### config.mk
export PLATFORM = sky130hd
export DESIGN_NAME = spk_out_buf
export DESIGN_NICKNAME = d
export VERILOG_FILES = /design/src/rtl/pcss_node_pkg.sv /design/src/rtl/spk_fifo.sv /design/src/rtl/spk_out_buf.sv
export SDC_FILE = /design/constraint.sdc
export NUM_CORES = 1
export LEC_CHECK = 0
export ABC_AREA = 0
export CORE_MARGIN = 2
export CORE_UTILIZATION = 55
export DETAILED_ROUTE_END_ITERATION = 12
export GPL_TIMING_DRIVEN = 0
export HOLD_SLACK_MARGIN = 0.03
export PLACE_DENSITY = 0.73
export SYNTH_ARGS = -nofsm -noshare
export SYNTH_HDL_FRONTEND = slang
export SYNTH_SLANG_ARGS = --single-unit
### constraint.sdc
create_clock -name clk -period 7.2 [get_ports clk]
set_input_delay 0.72 -clock clk [delete_from_list [all_inputs] [get_ports clk]]
set_output_delay 0.72 -clock clk [all_outputs]
set_load 0.02 [all_outputs]
### src/rtl/pcss_node_pkg.sv
// Shared PCSS node definitions: default widths and the packed {z,y,x} spike-ID helpers.
package pcss_node_pkg;

  localparam int SW_DEF  = 24;
  localparam int NNW_DEF = 12;
  localparam int FW_DEF  = SW_DEF / 3;

  typedef struct packed {
    logic [FW_DEF-1:0] z;
    logic [FW_DEF-1:0] y;
    logic [FW_DEF-1:0] x;
  } spk_id_t;

  function automatic logic [SW_DEF-1:0] pack_spk_id(input logic [FW_DEF-1:0] z,
                                                    input logic [FW_DEF-1:0] y,
                                                    input logic [FW_DEF-1:0] x);
    return {z, y, x};
  endfunction

  function automatic spk_id_t unpack_spk_id(input logic [SW_DEF-1:0] id);
    return spk_id_t'(id);
  endfunction

endpackage

### src/rtl/spk_fifo.sv
// Generic synchronous first-word-fall-through FIFO; a push into a full FIFO is
// still accepted when a pop frees a slot in the same cycle.
module spk_fifo #(
  parameter int W     = 24,
  parameter int DEPTH = 16
) (
  input  logic                     clk,
  input  logic                     rst,
  input  logic                     clear,
  input  logic                     push,
  input  logic                     pop,
  input  logic [W-1:0]             din,
  output logic [W-1:0]             dout,
  output logic [$clog2(DEPTH):0]   count,
  output logic                     push_ok
);

  localparam int AW = $clog2(DEPTH);
  localparam int CW = AW + 1;

  logic [W-1:0]  mem [DEPTH];
  logic [AW-1:0] wr_ptr;
  logic [AW-1:0] rd_ptr;
  logic          full;
  logic          empty;
  logic          pop_ok;

  assign full    = (count == CW'(DEPTH));
  assign empty   = (count == '0);
  assign pop_ok  = pop && !empty;
  assign push_ok = push && (!full || pop_ok);

  // Empty FIFO presents zero rather than stale or uninitialised memory
  assign dout = empty ? '0 : mem[rd_ptr];

  always_ff @(posedge clk) begin
    if (push_ok && !clear) begin
      mem[wr_ptr] <= din;
    end
  end

  always_ff @(posedge clk or posedge rst) begin
    if (rst) begin
      wr_ptr <= '0;
      rd_ptr <= '0;
      count  <= '0;
    end else if (clear) begin
      wr_ptr <= '0;
      rd_ptr <= '0;
      count  <= '0;
    end else begin
      if (push_ok) wr_ptr <= wr_ptr + 1'b1;
      if (pop_ok)  rd_ptr <= rd_ptr + 1'b1;
      case ({push_ok, pop_ok})
        2'b10:   count <= count + 1'b1;
        2'b01:   count <= count - 1'b1;
        default: count <= count;
      endcase
    end
  end

endmodule

### src/rtl/spk_out_buf.sv
// Spike output buffer: queues fired neuron IDs for the router, throttles the
// work controller near full, flags overflow and counts spikes per timestep.
module spk_out_buf
  import pcss_node_pkg::*;
#(
  parameter int SW        = SW_DEF,
  parameter int NNW       = NNW_DEF,
  parameter int DEPTH     = 16,
  parameter int AF_MARGIN = 4
) (
  input  logic           clk,
  input  logic           rst,
  input  logic           soma_spk_vld,
  input  logic           soma_spk,
  input  logic [SW-1:0]  config_spk_out_neuid,
  output logic           spk_out_config_full,
  input  logic           step_start,
  input  logic           buf_clear,
  output logic           spk_out_vld,
  input  logic           spk_out_rdy,
  output logic [SW-1:0]  spk_out_data,
  output logic [NNW:0]   spk_cnt_last,
  output logic           spk_ovf
);

  localparam int CW = $clog2(DEPTH) + 1;
  localparam logic [CW-1:0] AF_LEVEL  = CW'(DEPTH - AF_MARGIN);
  localparam logic [CW-1:0] FULL_LVL  = CW'(DEPTH);
  localparam logic [NNW:0]  CNT_ONE   = {{NNW{1'b0}}, 1'b1};

  logic          push;
  logic          pop;
  logic          push_ok;
  logic [CW-1:0] count;
  logic [NNW:0]  spk_cnt;

  assign push = soma_spk_vld && soma_spk;
  assign pop  = spk_out_vld && spk_out_rdy;

  spk_fifo #(
    .W     (SW),
    .DEPTH (DEPTH)
  ) u_fifo (
    .clk     (clk),
    .rst     (rst),
    .clear   (buf_clear),
    .push    (push),
    .pop     (pop),
    .din     (config_spk_out_neuid),
    .dout    (spk_out_data),
    .count   (count),
    .push_ok (push_ok)
  );

  // Output state is implied by the count: EMPTY when zero, HOLD otherwise
  assign spk_out_vld         = (count != '0);
  assign spk_out_config_full = (count >= AF_LEVEL);

  always_ff @(posedge clk or posedge rst) begin
    if (rst) begin
      spk_ovf <= 1'b0;
    end else if (buf_clear) begin
      spk_ovf <= 1'b0;
    end else if (push && (count == FULL_LVL) && !pop) begin
      spk_ovf <= 1'b1;
    end
  end

  // A push landing on step_start belongs to the new timestep
  always_ff @(posedge clk or posedge rst) begin
    if (rst) begin
      spk_cnt      <= '0;
      spk_cnt_last <= '0;
    end else if (buf_clear) begin
      spk_cnt <= '0;
    end else if (step_start) begin
      spk_cnt_last <= spk_cnt;
      spk_cnt      <= push_ok ? CNT_ONE : '0;
    end else if (push_ok && (spk_cnt != '1)) begin
      spk_cnt <= spk_cnt + 1'b1;
    end
  end

endmodule

==> impl_summary.log <==
INFO  metric fp.dieH = 179 µm
INFO  metric ports_placed_on_the_boundary = 71
INFO  metric grt_use_total = 0.232
INFO  metric status = finished clean
INFO  metric dr.first_iter.drc_count = 792
INFO  metric worst_r2r_path_depth = 5
INFO  metric hold_viol = 0
INFO  metric syn_nets = 861
INFO  metric grt_setup_unrepaired = false
INFO  metric cts.repair.resized = 0
INFO  metric post-cts-setup-buffers = 0
INFO  metric setup.worst_path.end_class = output pin
INFO  metric dp_hpwl = 22300 µm
INFO  metric avgRoutedWirePerCell = 25.8 µm
INFO  metric fin_util = 0.656
INFO  metric timing.critical_path.fanout_max = 10
INFO  metric final_report_setup_violation_count = 0
INFO  metric grt_pass1_wl = 53500 µm
INFO  metric criticalPathCategory = flip-flop to output pin
INFO  metric insertion_delay = 540 ps
INFO  metric initial_utilization = 0.562
INFO  metric cts-root-buf = sky130_fd_sc_hd__clkbuf_16
INFO  metric worst_slack = 2580 ps
INFO  metric core_area = 29800 µm²
INFO  metric cts-root-to-sink-buffers = 3
INFO  metric worst-endpoint-arrival = 3900 ps
INFO  metric timing.final.crit_share = 0.642
INFO  metric route.detailed.drc = 0
INFO  metric antenna-diode-count = 0
INFO  metric synthesis.instances = 822
INFO  metric slew_headroom = 0.0593
INFO  metric most_used_flip_flop_cell_after_synthesis = sky130_fd_sc_hd__edfxtp_1
INFO  metric synth.largest_area_cell = sky130_fd_sc_hd__edfxtp_1
INFO  metric worst-slew-pin-transition = 1410 ps
INFO  metric leading_cell_types_by_total_area_after_synthesis = sky130_fd_sc_hd__edfxtp_1 (69%), sky130_fd_sc_hd__mux4_2 (13%), sky130_fd_sc_hd__dfrtp_1 (6.0%)
INFO  metric place.gp.congestion = 0.807
INFO  metric cts.sink_count = 424
INFO  metric grt_pass1_vias = 8781
INFO  metric cp_data_required_time = 6480 ps
INFO  metric worst_hold_path.num_cells = 2
INFO  metric flow.area_growth_from_synthesis = 16.6%
INFO  metric post_synth.cell_area_avg = 20.4 µm²
INFO  metric finish.net_count = 995
INFO  metric die_x = 179 µm
INFO  metric synth_seq_cells = 424
INFO  metric number_of_nets_with_antenna_violations_after_detailed_routing = 0
INFO  metric cts_hold_repair.buffers = 0
INFO  metric clock_tree.htree_level_count = 2
INFO  metric postSynth.asyncResetShare = 0.0943
INFO  metric antenna_violations_before_repair = 0
INFO  metric grt_max_degree = 41
INFO  metric final.min_clock_period = 4620 ps
INFO  metric pre_cts_ws = 3180 ps
INFO  metric aggregate_negative_setup_slack = 0 ps
INFO  metric final_cells = 1375
INFO  metric dpl.cell_count = 1301
INFO  metric avgViaCountPerCell = 6.25
INFO  metric cts-buffers-inserted = 43
INFO  metric peakVddDrop = 188 µV
INFO  metric total_power = 6380 µW
INFO  metric seq_area_frac_synth = 0.748
INFO  metric cellPowerDensity = 327 nW/µm²
INFO  metric synth_warnings = 0
INFO  metric worst_clock_skew = 20.2 ps
INFO  metric start_kind = flip-flop
INFO  metric vias = 8598
INFO  metric cts_tree = done
INFO  metric path_clk_slew = 60 ps
INFO  metric maximum_operating_frequency = 0.216 GHz
INFO  metric yosysTopAreaCellShare = 0.688
INFO  metric dr.pass1.iters = 6
INFO  metric grt_remaining_overflow = 0
INFO  metric core.rowCount = 63
INFO  metric max-cap-violations = 0
INFO  metric layout-drive-gt1-share = 0.224
INFO  metric mostFrequentLayoutCell = sky130_fd_sc_hd__edfxtp_1
INFO  metric hold_path_class = flip-flop to flip-flop
INFO  metric layout.cells.most_common_list = sky130_fd_sc_hd__edfxtp_1 (384), sky130_fd_sc_hd__mux4_2 (96), sky130_fd_sc_hd__clkdlybuf4s50_1 (70), sky130_fd_sc_hd__mux2i_1 (49), sky130_fd_sc_hd__clkbuf_16 (45)
INFO  metric finalMaxSlewViolations = 0
INFO  metric syn_area = 16800 µm²
INFO  metric die_area = 31900 µm²
INFO  metric wl = 35500 µm
INFO  metric netlist-cell-type-count = 52
INFO  metric power.leakage = 0.00618 µW
INFO  metric io_buffers = 70
INFO  metric synth_edf_count = 384
[worst paths after layout]
path | from | end | slack, ps
worst min register to register | spk_cnt_last[7] | spk_cnt_last[7] | 490
worst max-delay path | u_fifo.rd_ptr[1] | spk_out_data[20] | 2580
min in group asynchronous | rst | u_fifo.count[3] | 670
max in group asynchronous | rst | spk_cnt_last[0] | 5970
worst min-delay path | spk_cnt_last[7] | spk_cnt_last[7] | 490
worst max register to register | u_fifo.count[4] | u_fifo.mem[0][7] | 4100
[kinds of logic (layout without fill, tap and decap cells)]
family          count (synthesis)  after routing  synth area share
xor+xnor                        7              7           0.00366
flops                         424            424             0.748
buf+inv                        53            216            0.0138
mux                           158            158             0.167
compound gates                 77             77            0.0306
simple gates                   95             95            0.0312
fa+ha+maj                       8              8           0.00597
[synthesized netlist by cell type (3+ instances only)]
| master | instances |
|---|---|
| sky130_fd_sc_hd__o21a_1 | 3 |
| sky130_fd_sc_hd__nand2b_1 | 5 |
| sky130_fd_sc_hd__o22ai_1 | 24 |
| sky130_fd_sc_hd__ha_1 | 8 |
| sky130_fd_sc_hd__inv_1 | 8 |
| sky130_fd_sc_hd__xor2_1 | 5 |
| sky130_fd_sc_hd__buf_2 | 14 |
| sky130_fd_sc_hd__clkbuf_1 | 27 |
| sky130_fd_sc_hd__nor2_1 | 19 |
| sky130_fd_sc_hd__o21ai_0 | 9 |
| sky130_fd_sc_hd__nand3_1 | 7 |
| sky130_fd_sc_hd__o211ai_1 | 4 |
| sky130_fd_sc_hd__and3_1 | 8 |
| sky130_fd_sc_hd__o31ai_1 | 5 |
| sky130_fd_sc_hd__edfxtp_1 | 384 |
| sky130_fd_sc_hd__or4_1 | 8 |
| sky130_fd_sc_hd__nor2b_1 | 5 |
| sky130_fd_sc_hd__mux2_2 | 13 |
| sky130_fd_sc_hd__a21oi_1 | 13 |
| sky130_fd_sc_hd__nor3_1 | 13 |
| sky130_fd_sc_hd__dfrtp_1 | 40 |
| sky130_fd_sc_hd__nand4_1 | 4 |
| sky130_fd_sc_hd__mux4_2 | 96 |
| sky130_fd_sc_hd__a211oi_1 | 3 |
| sky130_fd_sc_hd__mux2i_1 | 49 |
| sky130_fd_sc_hd__nand2_1 | 12 |
[layout make-up]
class / instances / area, µm²
Sequential cell: 424 / 12500
Fill cell: 1952 / 10300
Multi-Input combinational cell: 345 / 4060
Inverter: 8 / 30.0
Clock buffer: 52 / 1150
Tap cell: 390 / 488
Clock inverter: 22 / 128
Buffer: 45 / 201
Timing Repair Buffer: 89 / 947
[layer usage]
layer  GRT usage  wire, µm  up-vias
met3      0.0358      2220       64
li1            -         -     3688
met4      0.0745       955        0
met2       0.378     17600      341
met5           0         0        -
met1       0.327     14700     4505
[where the power goes]
group	total (µW)	switching [µW]	internal [µW]	leakage [µW]
combinational	1600	863	739	0.00155
clock	2040	875	1170	0.000627
sequential	2740	21.3	2720	0.00401
[state kept, by name, summed over array words and instances, names as in the netlist]
signal         flops
u_fifo.mem       384
spk_ovf            1
spk_cnt           13
u_fifo.rd_ptr      4
u_fifo.wr_ptr      4
u_fifo.count       5
spk_cnt_last      13
[per-stage QoR]
step                hold WS [ps]  area [µm²]
finish                       489       19500
global route                 528       19500
CTS                          492       19500
detailed placement           474       18300
global placement             468       17900
floorplan                    517       16800
[worst max-delay path, cell delays in order, from the launching register on]
cell and delay [ps]:
sky130_fd_sc_hd__dfrtp_1 350, sky130_fd_sc_hd__clkbuf_1 330, sky130_fd_sc_hd__clkbuf_1 630, sky130_fd_sc_hd__clkbuf_1 600, sky130_fd_sc_hd__mux4_2 410, sky130_fd_sc_hd__mux2i_1 270, sky130_fd_sc_hd__o22ai_1 190, sky130_fd_sc_hd__clkdlybuf4s50_1 590
(Power assumes the default switching activity.)
